==> src/rtl/spi_controller.sv <==
`default_nettype none
// ============================================================================
// Module     : spi_controller
// Description: SPI mode-0 initiator that serialises 16-bit {rw, addr, data}
//              frames. Optional readback via macro SPI_CTRL_READBACK_EN.
// Revision   : 1.0
// ============================================================================
module spi_controller #(
  parameter int CLK_DIV        = 4,
  parameter int CS_IDLE_CYCLES = 8
) (
  input  logic       clk,
  input  logic       rst_n,
  input  logic       req_valid,
  output logic       req_ready,
  input  logic       req_write,
  input  logic [6:0] req_addr,
  input  logic [7:0] req_wdata,
  output logic       busy,
  output logic       frame_done,
`ifdef SPI_CTRL_READBACK_EN
  input  logic       miso,
  output logic       rsp_valid,
  output logic [7:0] rsp_rdata,
`endif
  output logic       sclk,
  output logic       mosi,
  output logic       cs_n
);

  localparam int DIV_W = (CLK_DIV > 1) ? $clog2(CLK_DIV) : 1;
  localparam int GAP_W = (CS_IDLE_CYCLES > 1) ? $clog2(CS_IDLE_CYCLES) : 1;
  localparam logic [DIV_W-1:0] c_div_last = DIV_W'(CLK_DIV - 1);
  localparam logic [GAP_W-1:0] c_gap_last = GAP_W'(CS_IDLE_CYCLES - 1);

  generate
    if (CLK_DIV < 3 || CS_IDLE_CYCLES < 4) begin : g_param_check
      $error("spi_controller: CLK_DIV must be >= 3 and CS_IDLE_CYCLES >= 4");
    end
  endgenerate

  typedef enum logic [1:0] {
    S_IDLE  = 2'd0,
    S_SETUP = 2'd1,
    S_SHIFT = 2'd2,
    S_GAP   = 2'd3
  } state_t;

  state_t           r_state,   w_state;
  logic [DIV_W-1:0] r_div_cnt, w_div_cnt;
  logic [3:0]       r_bit_cnt, w_bit_cnt;
  logic [GAP_W-1:0] r_gap_cnt, w_gap_cnt;
  logic             r_high,    w_high;
  logic [15:0]      r_shift,   w_shift;
  logic             r_sclk,    w_sclk;
  logic             r_mosi,    w_mosi;
  logic             r_cs_n,    w_cs_n;
  logic             r_done,    w_done;
  logic             r_ready;
  logic             r_busy;
  logic             w_div_end;
  logic [3:0]       w_bit_m1;

`ifdef SPI_CTRL_READBACK_EN
  logic [7:0]       r_rx,        w_rx;
  logic             r_rsp_valid, w_rsp_valid;
  logic [7:0]       r_rsp_rdata, w_rsp_rdata;
`endif

  assign w_div_end = (r_div_cnt == c_div_last);
  assign w_bit_m1  = r_bit_cnt - 4'd1;

  // Next-state logic also computes the next value of every SPI output so that
  // the pins come straight from flops.
  always_comb begin
    w_state   = r_state;
    w_div_cnt = r_div_cnt;
    w_bit_cnt = r_bit_cnt;
    w_gap_cnt = r_gap_cnt;
    w_high    = r_high;
    w_shift   = r_shift;
    w_sclk    = r_sclk;
    w_mosi    = r_mosi;
    w_cs_n    = r_cs_n;
    w_done    = 1'b0;
`ifdef SPI_CTRL_READBACK_EN
    w_rx        = r_rx;
    w_rsp_valid = 1'b0;
    w_rsp_rdata = r_rsp_rdata;
`endif
    case (r_state)
      S_IDLE: begin
        if (req_valid) begin
          w_state   = S_SETUP;
          w_shift   = {req_write, req_addr, req_wdata};
          w_mosi    = req_write;
          w_cs_n    = 1'b0;
          w_sclk    = 1'b0;
          w_div_cnt = '0;
        end
      end
      S_SETUP: begin
        if (w_div_end) begin
          w_state   = S_SHIFT;
          w_div_cnt = '0;
          w_sclk    = 1'b1;
          w_high    = 1'b1;
          w_bit_cnt = 4'd15;
        end else begin
          w_div_cnt = r_div_cnt + 1'b1;
        end
      end
      S_SHIFT: begin
        if (!w_div_end) begin
          w_div_cnt = r_div_cnt + 1'b1;
        end else if (r_high) begin
          // Falling edge: present the next bit; bit 0 is held as CS hold time.
          w_div_cnt = '0;
          w_high    = 1'b0;
          w_sclk    = 1'b0;
          if (r_bit_cnt != 4'd0) begin
            w_mosi = r_shift[w_bit_m1];
          end
`ifdef SPI_CTRL_READBACK_EN
          w_rx = {r_rx[6:0], miso};
`endif
        end else if (r_bit_cnt == 4'd0) begin
          w_state   = S_GAP;
          w_div_cnt = '0;
          w_gap_cnt = '0;
          w_cs_n    = 1'b1;
          w_mosi    = 1'b0;
          w_done    = 1'b1;
`ifdef SPI_CTRL_READBACK_EN
          if (!r_shift[15]) begin
            w_rsp_valid = 1'b1;
            w_rsp_rdata = r_rx;
          end
`endif
        end else begin
          w_div_cnt = '0;
          w_high    = 1'b1;
          w_sclk    = 1'b1;
          w_bit_cnt = w_bit_m1;
        end
      end
      S_GAP: begin
        if (r_gap_cnt == c_gap_last) begin
          w_state = S_IDLE;
        end else begin
          w_gap_cnt = r_gap_cnt + 1'b1;
        end
      end
      default: w_state = S_IDLE;
    endcase
  end

  always_ff @(posedge clk or negedge rst_n) begin
    if (!rst_n) begin
      r_state   <= S_IDLE;
      r_div_cnt <= '0;
      r_bit_cnt <= '0;
      r_gap_cnt <= '0;
      r_high    <= 1'b0;
      r_shift   <= '0;
      r_sclk    <= 1'b0;
      r_mosi    <= 1'b0;
      r_cs_n    <= 1'b1;
      r_done    <= 1'b0;
      r_ready   <= 1'b1;
      r_busy    <= 1'b0;
`ifdef SPI_CTRL_READBACK_EN
      r_rx        <= '0;
      r_rsp_valid <= 1'b0;
      r_rsp_rdata <= '0;
`endif
    end else begin
      r_state   <= w_state;
      r_div_cnt <= w_div_cnt;
      r_bit_cnt <= w_bit_cnt;
      r_gap_cnt <= w_gap_cnt;
      r_high    <= w_high;
      r_shift   <= w_shift;
      r_sclk    <= w_sclk;
      r_mosi    <= w_mosi;
      r_cs_n    <= w_cs_n;
      r_done    <= w_done;
      r_ready   <= (w_state == S_IDLE);
      r_busy    <= (w_state != S_IDLE);
`ifdef SPI_CTRL_READBACK_EN
      r_rx        <= w_rx;
      r_rsp_valid <= w_rsp_valid;
      r_rsp_rdata <= w_rsp_rdata;
`endif
    end
  end

  assign req_ready  = r_ready;
  assign busy       = r_busy;
  assign frame_done = r_done;
  assign sclk       = r_sclk;
  assign mosi       = r_mosi;
  assign cs_n       = r_cs_n;
`ifdef SPI_CTRL_READBACK_EN
  assign rsp_valid  = r_rsp_valid;
  assign rsp_rdata  = r_rsp_rdata;
`endif

endmodule
`default_nettype wire

==> config.mk <==
export PLATFORM = sky130hd
export DESIGN_NAME = spi_controller
export DESIGN_NICKNAME = d
export VERILOG_FILES = /design/src/rtl/spi_controller.sv
export SDC_FILE = /design/constraint.sdc
export NUM_CORES = 1
export LEC_CHECK = 0
export ABC_CLOCK_PERIOD_IN_PS = 4030
export CELL_PAD_IN_SITES_DETAIL_PLACEMENT = 0
export CELL_PAD_IN_SITES_GLOBAL_PLACEMENT = 1
export CORE_ASPECT_RATIO = 0.6
export CORE_UTILIZATION = 25
export DETAILED_ROUTE_END_ITERATION = 6
export PLACE_DENSITY_LB_ADDON = 0.1
export SLEW_MARGIN = 10
export SYNTH_ARGS = -nofsm -noshare
export SYNTH_HDL_FRONTEND = slang
export SYNTH_SLANG_ARGS = --single-unit
==> constraint.sdc <==
create_clock -name clk -period 4.03 [get_ports clk]
set_input_delay 0.6045 -clock clk [delete_from_list [all_inputs] [get_ports clk]]
set_output_delay 0.6045 -clock clk [all_outputs]
set_load 0.02 [all_outputs]
### After elaboration in Yosys (flattened, before gate mapping)

Index checks and enable logic that the tools add are counted.

| operators by class | value |
|---|---|
| $add $sub $neg | 3 |
| magnitude comparators | 1 |
| eq/ne operators | 15 |
| mux-type cells | 46 |
| reduce and logical (&&, ||, !) cells | 19 |

Operators by type and width:

| operator | count |
|---|---|
| AND reduction 5 bit | 5 |
| two-way mux 1 bit | 21 |
| two-way mux 2 bit | 8 |
| two-way mux 4 bit | 4 |
| inequality test 2 bit (second input constant) | 7 |
| two-way mux 3 bit | 4 |
| nonzero test 2 bit | 5 |
| inequality test 3 bit (second input constant) | 3 |
| case mux 2 bit (4 select lines) | 1 |
| case mux 4 bit (2 select lines) | 1 |
| == test 2 bit (second input constant) | 3 |
| case mux 1 bit (2 select lines) | 3 |
| case mux 3 bit (2 select lines) | 1 |
| < comparator 4 x 5 -> 1 bit (second input constant) | 1 |
| binary-select mux 1 bit (select 4 bit) | 1 |
| zero test 2 bit | 2 |
| zero test 4 bit | 1 |
| case mux 2 bit (2 select lines) | 1 |
| AND reduction 2 bit | 2 |
| nonzero test 4 bit | 1 |
| subtractor 4 x 1 -> 4 bit (second input constant) | 1 |
| adder 3 x 1 -> 3 bit (second input constant) | 1 |
| == test 3 bit (second input constant) | 1 |
| case mux 1 bit (3 select lines) | 1 |
| other kinds (5) | 5 |

| storage, ports and cells | value |
|---|---|
| register bits after elaboration | 34 |
| bits of input ports | 19 |

### Longest topological paths before layout

Gate-level depths: netlist of the first run.

| logic depth | value |
|---|---|
| depth in word-level cells | 7 |
| gate-level depth with buffers | 9 |

### Least setup slack after synthesis of the first run

Ideal clock, no wire load.

| path | value |
|---|---|
| path type | reg-to-reg |
| start | reg r_bit_cnt[0] |
| end | reg r_gap_cnt[0] |
| arrival | 1768 ps |
| data required time | 3909 ps |
| setup slack | 2141 ps |
| cell stages (with the launch flop) | 9 |
| cells stage by stage | dfrtp_1 buf_2 inv_1 ha_1 or3b_1 buf_6 o21ai_4 o21ai_2 a22o_1 |

| between the ends | value |
|---|---|
| longest elaborated chain between the ends | 3 |

RTL lines:

| what | RTL line | text |
|---|---|---|
| start, declared | 51 | `logic [3:0] r_bit_cnt, w_bit_cnt;` |
| start signal, assigned | 180 | `r_bit_cnt <= w_bit_cnt;` |
| zero test 4 bit | 127 | `end else if (r_bit_cnt == 4'd0) begin` |
| inequality test 2 bit (no source line) | -- |  |
| AND reduction 5 bit (no source line) | -- |  |
| end signal, assigned | 181 | `r_gap_cnt <= w_gap_cnt;` |
| end, declared | 52 | `logic [GAP_W-1:0] r_gap_cnt, w_gap_cnt;` |

Every way passes these cells.
A chain may end at the register's enable or synchronous reset.

### Worst setup path after layout of the first run

| path | value |
|---|---|
| start | reg r_bit_cnt[0] |
| end | reg r_ready (netlist: req_ready) |

| between the ends | value |
|---|---|
| longest elaborated chain between the ends | 6 |

RTL lines:

| what | RTL line | text |
|---|---|---|
| zero test 4 bit | 127 |  |
| two-way mux 2 bit | 127 |  |
| two-way mux 2 bit | 116 | `end else if (r_high) begin` |
| two-way mux 2 bit | 114 | `if (!w_div_end) begin` |
| case mux 2 bit (4 select lines) | 91 | `case (r_state)` |
| zero test 2 bit | 188 | `r_ready <= (w_state == S_IDLE);` |
| end signal, assigned | 188 |  |
| end, declared | 59 | `logic r_ready;` |

Every way passes these cells.

==> results of run 1 <==
==> cells in the final DEF (no fill, tap or decap), types with 5 or more instances in the layout <==
cell | Yosys | layout
clkbuf_16 | 0 | 5
dfrtp_1 | 32 | 32
inv_1 | 9 | 9
nand2_1 | 18 | 18
mux2_2 | 16 | 16
ha_1 | 8 | 8
clkdlybuf4s50_1 | 0 | 24
a21oi_1 | 8 | 8
nor2_1 | 11 | 11
==> final timing paths <==
path | startpoint | end | slack, ps
max reg2reg | r_bit_cnt[0] | req_ready | 1860
max | r_bit_cnt[0] | req_ready | 1860
max in group asynchronous | rst_n | req_ready | 2950
min reg2reg | r_shift[15] | r_shift[15] | 490
min in group asynchronous | rst_n | r_shift[9] | 730
min | r_shift[15] | r_shift[15] | 490
==> layer usage <==
layer  up-vias  share of wire (%)
met5         -                  0
met4         0                2.1
met3         6                4.3
met2        26                 38
met1       586                 55
li1        612                  -
==> Yosys cell counts (2+ instances only) <==
master,n
nand2_1,18
a21oi_1,8
clkbuf_8,2
mux4_2,4
dfrtp_1,32
o31ai_1,2
nor2_1,11
inv_1,9
o21ai_0,4
a22o_1,3
a32o_1,2
and2_2,2
ha_1,8
xnor2_1,2
buf_2,3
o21ai_1,3
dfstp_2,2
mux2_2,16
==> per-stage QoR <==
stage	cells	cell area (um2)	hold slack [ps]	utilization (%)	setup slack (ps)
after floorplan	158	1810	309	-	2140
after global placement	264	2110	473	31.0	1770
after detailed placement	264	2110	483	31.0	1840
after CTS	272	2280	497	33.5	1840
after global routing	272	2280	525	33.5	1690
final	272	2280	489	33.5	1860
==> cell families after synthesis <==
kind of cell    synth area share (%)
mux                             15.5
flops                           47.2
xor+xnor                        1.45
compound gates                  13.4
buf+inv                         4.84
fa+ha+maj                       5.53
simple gates                    12.1
==> worst reg2reg max path: cells and delay by family, from the launching register on <==
kind / cells / cell delay [ps]
DFF: 1 / 530
AOI/OAI and AO/OA: 2 / 460
adders and majority gates: 1 / 280
and+or+nand+nor: 3 / 710
buffers and inverters: 1 / 130
==> cell type report <==
class	instances	share of cell area [%]
Tap cell	87	4.77
Clock inverter	3	1.97
Timing Repair Buffer	25	10.9
Multi-Input combinational cell	109	38.0
Sequential cell	34	37.4
Clock buffer	5	5.48
Inverter	9	1.48
==> report_power, final <==
group	switching (uW)	internal (uW)	total (uW)	leakage, uW
logic	420	424	843	0.000466
registers	121	503	624	0.000409
clock network	149	291	440	0.0000760
==> state kept, by name (all words and copies together) (netlist names) <==
name        flops
busy            1
cs_n            1
frame_done      1
mosi            1
r_bit_cnt       4
r_div_cnt       2
r_gap_cnt       3
r_high          1
r_shift        16
r_state         2
req_ready       1
sclk            1
==> results.cfg, run 1 <==
[synth]
synth_top_area_share_pct = 44.3
synth_edf_count = 0
synth_area_mm2 = 0.00181
synth_warnings = 0
synth_nets = 185
syn-mean-instance-area_um2 = 11.5
yosysTopAreaCell = dfrtp_1
ys_ff_latch = 34
yosysSeqAreaShare_pct = 47.2
synth_area_leaders = dfrtp_1 (44%), mux2_2 (10%), ha_1 (5.5%)
syn_inst = 158
ys_types = 45
async_flop_share_pct = 100
synth-main-ff-cell = dfrtp_1

[worst_setup_path]
critPathMaxStageDelay_ps = 530
ff2ff_path_depth = 7
crit_path_start_kind = flip-flop
cp_max_fo = 6
worst_setup_path_end_kind = flip-flop
critPathBufInv = 1
cp_slowest_cell = dfrtp_1
path_delay_family = simple AND/OR/NAND/NOR gates
crit_cells = 7
setup.worst_path.class = flip-flop to flip-flop
arrival_ps = 2390
path_cells = inv_1, ha_1, or3b_1, nor2_4, a311o_1, o41ai_1, and2_1
required_ps = 4250

[die]
die_area_mm2 = 0.00759
start_util_pct = 26.5
die_x_um = 112
std_cell_rows = 23
ioPinCount = 25
core_area_mm2 = 0.00682
die_h_um = 67.9

[min_path]
holdPathStages = 2
hold_path.class = flip-flop to flip-flop

[routing]
dr.pass1.iters = 4
postRouteAntennaNets = 0
drtIter0Drc = 62
wl_per_cell_um = 15.0
routed_wl_mm = 4.09
routed_via_density = 4.52
drc_errors = 0
via_count = 1230

[global_routing]
grt-ovfl-total = 0
grt_usage_pct = 12.3
busiest_layer = met1
antenna_found_initial = 0
gr-usage-met1_pct = 17.2
first_global_vias = 1298
grt_pass1_wl_mm = 6.78
grt_max_degree = 35
grtUsageMet3_pct = 3.54
grt_use_met2_pct = 17.0

[clock_tree]
htreeDepth = 2
cts-resized-gates = 0
numCtsBuffers = 5
cts_tree = built
numClockSinks = 34
path_clk_slew_ps = 60
clk_path_buf_depth = 2
cts-root-buf = clkbuf_16
worstSkewPairLatency_ps = 280
post_cts_buffers = 0
cts_hold_buf = 0

[final_layout]
final_nets = 211
syn_to_final_growth_pct = 26.1
antenna_cells = 0
ff_latch_area_um2 = 853
fill_cells = 662
multiInputGateArea_um2 = 868
post_route_cells_drive_above_1_share_pct = 21.6

[sta]
worst_pin_slew_ps = 579
rsz0062_at_grt = false
max-slew-margin-rel_pct = 60.4
setup_viol = 0
fmax_mhz = 461
hold_viol = 0
tns_ps = 0
fin_crit_ps = 2170
fin_skew_ps = 5.48
finalMaxSlewViolations = 0
fin_crit_sh_pct = 53.8

[pwr]
ir_drop_uv = 305
p_per_area_mw_per_mm2 = 836
leakagePower_uw = 0.000951
finalPower_uw = 1910

[place]
port_buffers = 24
finalWeightedCongestion = 0.767
dpl.hpwl_mm = 2.95

[run_status]
status = complete, no violations

[run]
max-cap-violations = 0
Power figures use the tool's default switching activity.
==> inputs of run 2 (changes only) <==
ABC_CLOCK_PERIOD_IN_PS = 2250   (was 4030)
clock period = 2.25 ns   (was 4.03 ns; I/O delays follow)
==> run 2 against run 1 <==
Compared with the run above: critical path depth down 1; wire length down 4.5%; sequential cell count stayed put.
==> results.cfg, run 2 (synthesis gave the netlist of run 1 again) <==
[run_status]
status = complete, no violations

[sta]
fin_crit_sh_pct = 88.0
fin_skew_ps = 4.27
worst_pin_slew_ps = 599
max-slew-margin-rel_pct = 59.0
setup_viol = 0
fin_crit_ps = 1980
fmax_mhz = 505
tns_ps = 0
hold_viol = 0
rsz0062_at_grt = false
finalMaxSlewViolations = 0

[clock_tree]
cts_hold_buf = 0
cts-root-buf = clkbuf_16
htreeDepth = 2
clk_path_buf_depth = 2
post_cts_buffers = 0
numClockSinks = 34
numCtsBuffers = 5
cts-resized-gates = 0
path_clk_slew_ps = 50
cts_tree = built
worstSkewPairLatency_ps = 270

[global_routing]
first_global_vias = 1241
grt-ovfl-total = 0
grt_usage_pct = 11.7
antenna_found_initial = 0
grt_max_degree = 35
grt_pass1_wl_mm = 6.60

[worst_setup_path]
setup.worst_path.class = flip-flop to flip-flop
crit_path_start_kind = flip-flop
r2r_start = r_bit_cnt[0]
required_ps = 2410
worst_setup_path_end_kind = flip-flop
critical_path.startpoint = r_bit_cnt[0]
arrival_ps = 2140
path_delay_family = compound AO/OA/AOI/OAI gates
critPathMaxStageDelay_ps = 540
critPathBufInv = 1
cp_slowest_cell = or3b_1
cp_max_fo = 6
path_cells = inv_1, ha_1, or3b_1, o21ai_4, o21ai_2, a22o_1

[place]
finalWeightedCongestion = 0.740
port_buffers = 24
placed_area_mm2 = 0.00213
dpl.hpwl_mm = 2.91

[final_layout]
antenna_cells = 0
layout_commonest_cell = dfrtp_1
syn_to_final_growth_pct = 25.7
final_nets = 213
largest-register = r_shift
fill_cells = 676
multiInputGateArea_um2 = 868
ff_latch_area_um2 = 853
post_route_cells_drive_above_1_share_pct = 21.9
largestRegisters = r_shift (16), r_bit_cnt (4), r_gap_cnt (3)
largest_reg_flops = 16
finish.instance_area_mm2 = 0.00227
most-common-layout-cells = dfrtp_1 (32), clkdlybuf4s50_1 (24), nand2_1 (18)

[die]
die_x_um = 112
ioPinCount = 25
std_cell_rows = 23
die_h_um = 67.9
core_area_mm2 = 0.00682
start_util_pct = 26.5
die_area_mm2 = 0.00759

[routing]
drtIter0Drc = 59
drc_errors = 0
routed_wl_mm = 3.91
postRouteAntennaNets = 0
dr.pass1.iters = 4
via_count = 1221
wl_per_cell_um = 14.3
routed_via_density = 4.46

[pwr]
p_comb_share_pct = 46.5
swShare_pct = 36.1
p_int_uw = 2120
leakagePower_uw = 0.000959
switching_power_uw = 1200
seq_power_share_pct = 33.0
ir_drop_uv = 602
p_per_area_mw_per_mm2 = 1460
clkPwrFrac_pct = 20.5

[min_path]
hold_path.class = input pin to asynchronous set/reset pin

[run]
max-cap-violations = 0
## run 2: metal layers
layer	wire length, um	vias to the layer above	track usage, %	share of wire (%)
met3	124	5	3.19	3.2
li1	-	621	-	-
met1	2350	578	17.6	60
met2	1380	17	15.4	35
met5	0	-	0	0
met4	53	0	5.07	1.4
## run 2: metrics by stage
stage | util [%] | hold WS, ps | setup WS (ps) | instances | power (uW)
6_report | 33.4 | 484 | 269 | 274 | 3310
5_1_grt | 33.4 | 509 | 75.5 | 274 | 3590
4_1_cts | 33.4 | 494 | 274 | 274 | 3350
3_5_place_dp | 31.2 | 482 | 290 | 266 | 2650
3_3_place_gp | 31.2 | 474 | 256 | 266 | 2640
2_1_floorplan | - | 41.9 | 361 | 158 | 2250
## run 2: layout make-up
class | count | share of cell area (%)
clock buffer | 7 | 6.27
clock inverter | 1 | 0.220
inverter | 9 | 1.49
multi-input combinational | 109 | 38.2
sequential | 34 | 37.5
tap | 87 | 4.79
timing repair buffer | 27 | 11.6
## run 2: final timing paths
check | slack (ps) | cells after the start | endpoint
min reg2reg | 490 | 2 | r_shift[15]
max reg2reg | 270 | 6 | r_gap_cnt[0]
max in group asynchronous | 1430 | 2 | req_ready
min in group clk | 490 | 2 | r_shift[15]
max | 270 | 6 | r_gap_cnt[0]
min | 480 | 2 | mosi
## run 2: power groups by stage
stage / Clock [uW] / Combinational [uW] / Sequential, uW
2_1_floorplan: 0 / 1170 / 1080
3_3_place_gp: 0 / 1550 / 1090
3_5_place_dp: 0 / 1550 / 1100
4_1_cts: 701 / 1560 / 1090
5_1_grt: 728 / 1730 / 1130
6_report: 680 / 1540 / 1090
## run 2: worst register-to-register path, cell delays in order (launching register included)
cell and delay [ps]:
dfrtp_1 370, inv_1 90, ha_1 240, or3b_1 540, o21ai_4 270, o21ai_2 120
a22o_1 240
==> inputs of run 3 (changes only) <==
CORE_UTILIZATION = 43   (was 25)
==> run 3 against run 2 <==
Compared with the run above: via count grew 4.0%; register-to-register slack lost 30 ps; die area shrank 41%; power shrank 6.5%; global-route usage grew 7.7 points; utilization grew 23 points; clock-buffer cell count is the same; worst setup slack lost 29 ps; largest power group unchanged.
==> results.cfg, run 3 (synthesis gave the netlist of run 1 again) <==
[place]
port_buffers = 24
placedCellCount = 237
dpl.hpwl_mm = 2.71
finalWeightedCongestion = 0.855

[global_routing]
grt_usage_pct = 19.4
first_global_vias = 1220
grt_pass1_wl_mm = 6.32
antenna_found_initial = 0
grt_max_degree = 35
grt-ovfl-total = 0

[pwr]
p_per_area_mw_per_mm2 = 1420
leakagePower_uw = 0.000939
swShare_pct = 37.6
switching_power_uw = 1160
finalPower_uw = 3100
p_comb_share_pct = 50.1
p_int_uw = 1930
clkPwrFrac_pct = 14.8
seq_power_share_pct = 35.1
ir_drop_uv = 769

[worst_setup_path]
crit_cells = 7
required_ps = 2400
worst_setup_path_end_kind = flip-flop
cp_max_fo = 6
path_delay_family = simple AND/OR/NAND/NOR gates
path_cells = inv_1, ha_1, or3b_1, xnor2_1, a21oi_1, a211oi_1, o31ai_1
critPathMaxStageDelay_ps = 550
cp_slowest_cell = or3b_1
critPathBufInv = 1
crit_path_start_kind = flip-flop
setup.worst_path.class = flip-flop to flip-flop
ff2ff_path_depth = 7
arrival_ps = 2160

[clock_tree]
numClockSinks = 34
clk_path_buf_depth = 2
path_clk_slew_ps = 70
htreeDepth = 2
numCtsBuffers = 5
cts-resized-gates = 0
post_cts_buffers = 0
cts_tree = built
cts-root-buf = clkbuf_8
worstSkewPairLatency_ps = 280
cts_hold_buf = 0

[routing]
wl_per_cell_um = 14.8
routed_via_density = 5.18
drc_errors = 0
drtIter0Drc = 80
routed_wl_mm = 3.61
via_count = 1270
dr.pass1.iters = 4
postRouteAntennaNets = 0

[sta]
fin_crit_sh_pct = 89.3
worst_pin_slew_ps = 597
fin_crit_ps = 2010
fin_skew_ps = 8.85
rsz0062_at_grt = false
finalMaxSlewViolations = 0
max-slew-margin-rel_pct = 59.2
tns_ps = 0
setup_viol = 0
hold_viol = 0
fmax_mhz = 498

[final_layout]
largest_reg_flops = 16
fin_cells = 245
largestRegisters = r_shift (16), r_bit_cnt (4), r_gap_cnt (3)
post_route_cells_drive_above_1_share_pct = 22.3
layout_commonest_cell = dfrtp_1
syn_to_final_growth_pct = 21.0
most-common-layout-cells = dfrtp_1 (32), clkdlybuf4s50_1 (24), nand2_1 (18)
largest-register = r_shift
antenna_cells = 0
final_nets = 214
fill_cells = 322

[die]
std_cell_rows = 17
die_area_mm2 = 0.00448
start_util_pct = 47.0
core_area_mm2 = 0.00385
ioPinCount = 25
die_x_um = 85.7
die_h_um = 52.2

[run]
max-cap-violations = 0

[run_status]
status = complete, no violations

[min_path]
hold_path.class = input pin to asynchronous set/reset pin
==> run 3: cell count changes in the layout (fill, tap and decap cells not counted) <==
cell	delta
clkbuf_8	+5
clkbuf_16	-5
buf_4	+1
==> run 3: worst reg2reg max path: stages, from the launching register on <==
cell and delay, ps:
dfrtp_1 370, inv_1 90, ha_1 240, or3b_1 550
xnor2_1 240, a21oi_1 90, a211oi_1 200, o31ai_1 100
==> run 3: final cells by class <==
class	count	area, um2	area share [%]
multi-input combinational	109	868	39.7
sequential	34	853	39.0
timing repair buffer	28	270	12.3
clock buffer	7	86.3	3.95
tap	57	71.3	3.26
inverter	9	33.8	1.54
clock inverter	1	5.00	0.229
==> run 3: metal layers <==
layer,vias to the layer above,track usage [%],part of all wire [%]
met5,-,0,0
met4,0,5.83,0.39
met3,2,5.51,7.2
met2,37,26.3,38
met1,610,29.6,54
li1,621,-,-
==> run 3: per-stage QoR <==
stage               setup slack, ps  cell area (um2)  hold slack [ps]  utilization (%)
finish                          241             2190              455             56.8
global route                   30.6             2190              483             56.8
CTS                             220             2190              471             56.8
detailed placement              267             2100              472             54.5
global placement                208             2100              472             54.5
floorplan                       361             1810             41.9                -
==> run 3: worst paths after layout <==
check	endpoint	slack (ps)	from
max in group asynchronous	req_ready	1450	rst_n
max	mosi	240	r_bit_cnt[0]
max reg2reg	mosi	240	r_bit_cnt[0]
min in group clk	r_shift[15]	490	r_shift[15]
min reg2reg	r_shift[15]	490	r_shift[15]
min	r_shift[0]	460	rst_n
==> run 3: power groups by stage <==
stage	logic [uW]	clock network, uW	registers [uW]
after detailed placement	1550	0	1100
final	1550	458	1090
after global placement	1510	0	1080
after floorplan	1170	0	1080
after global routing	1730	510	1130
after CTS	1560	473	1090
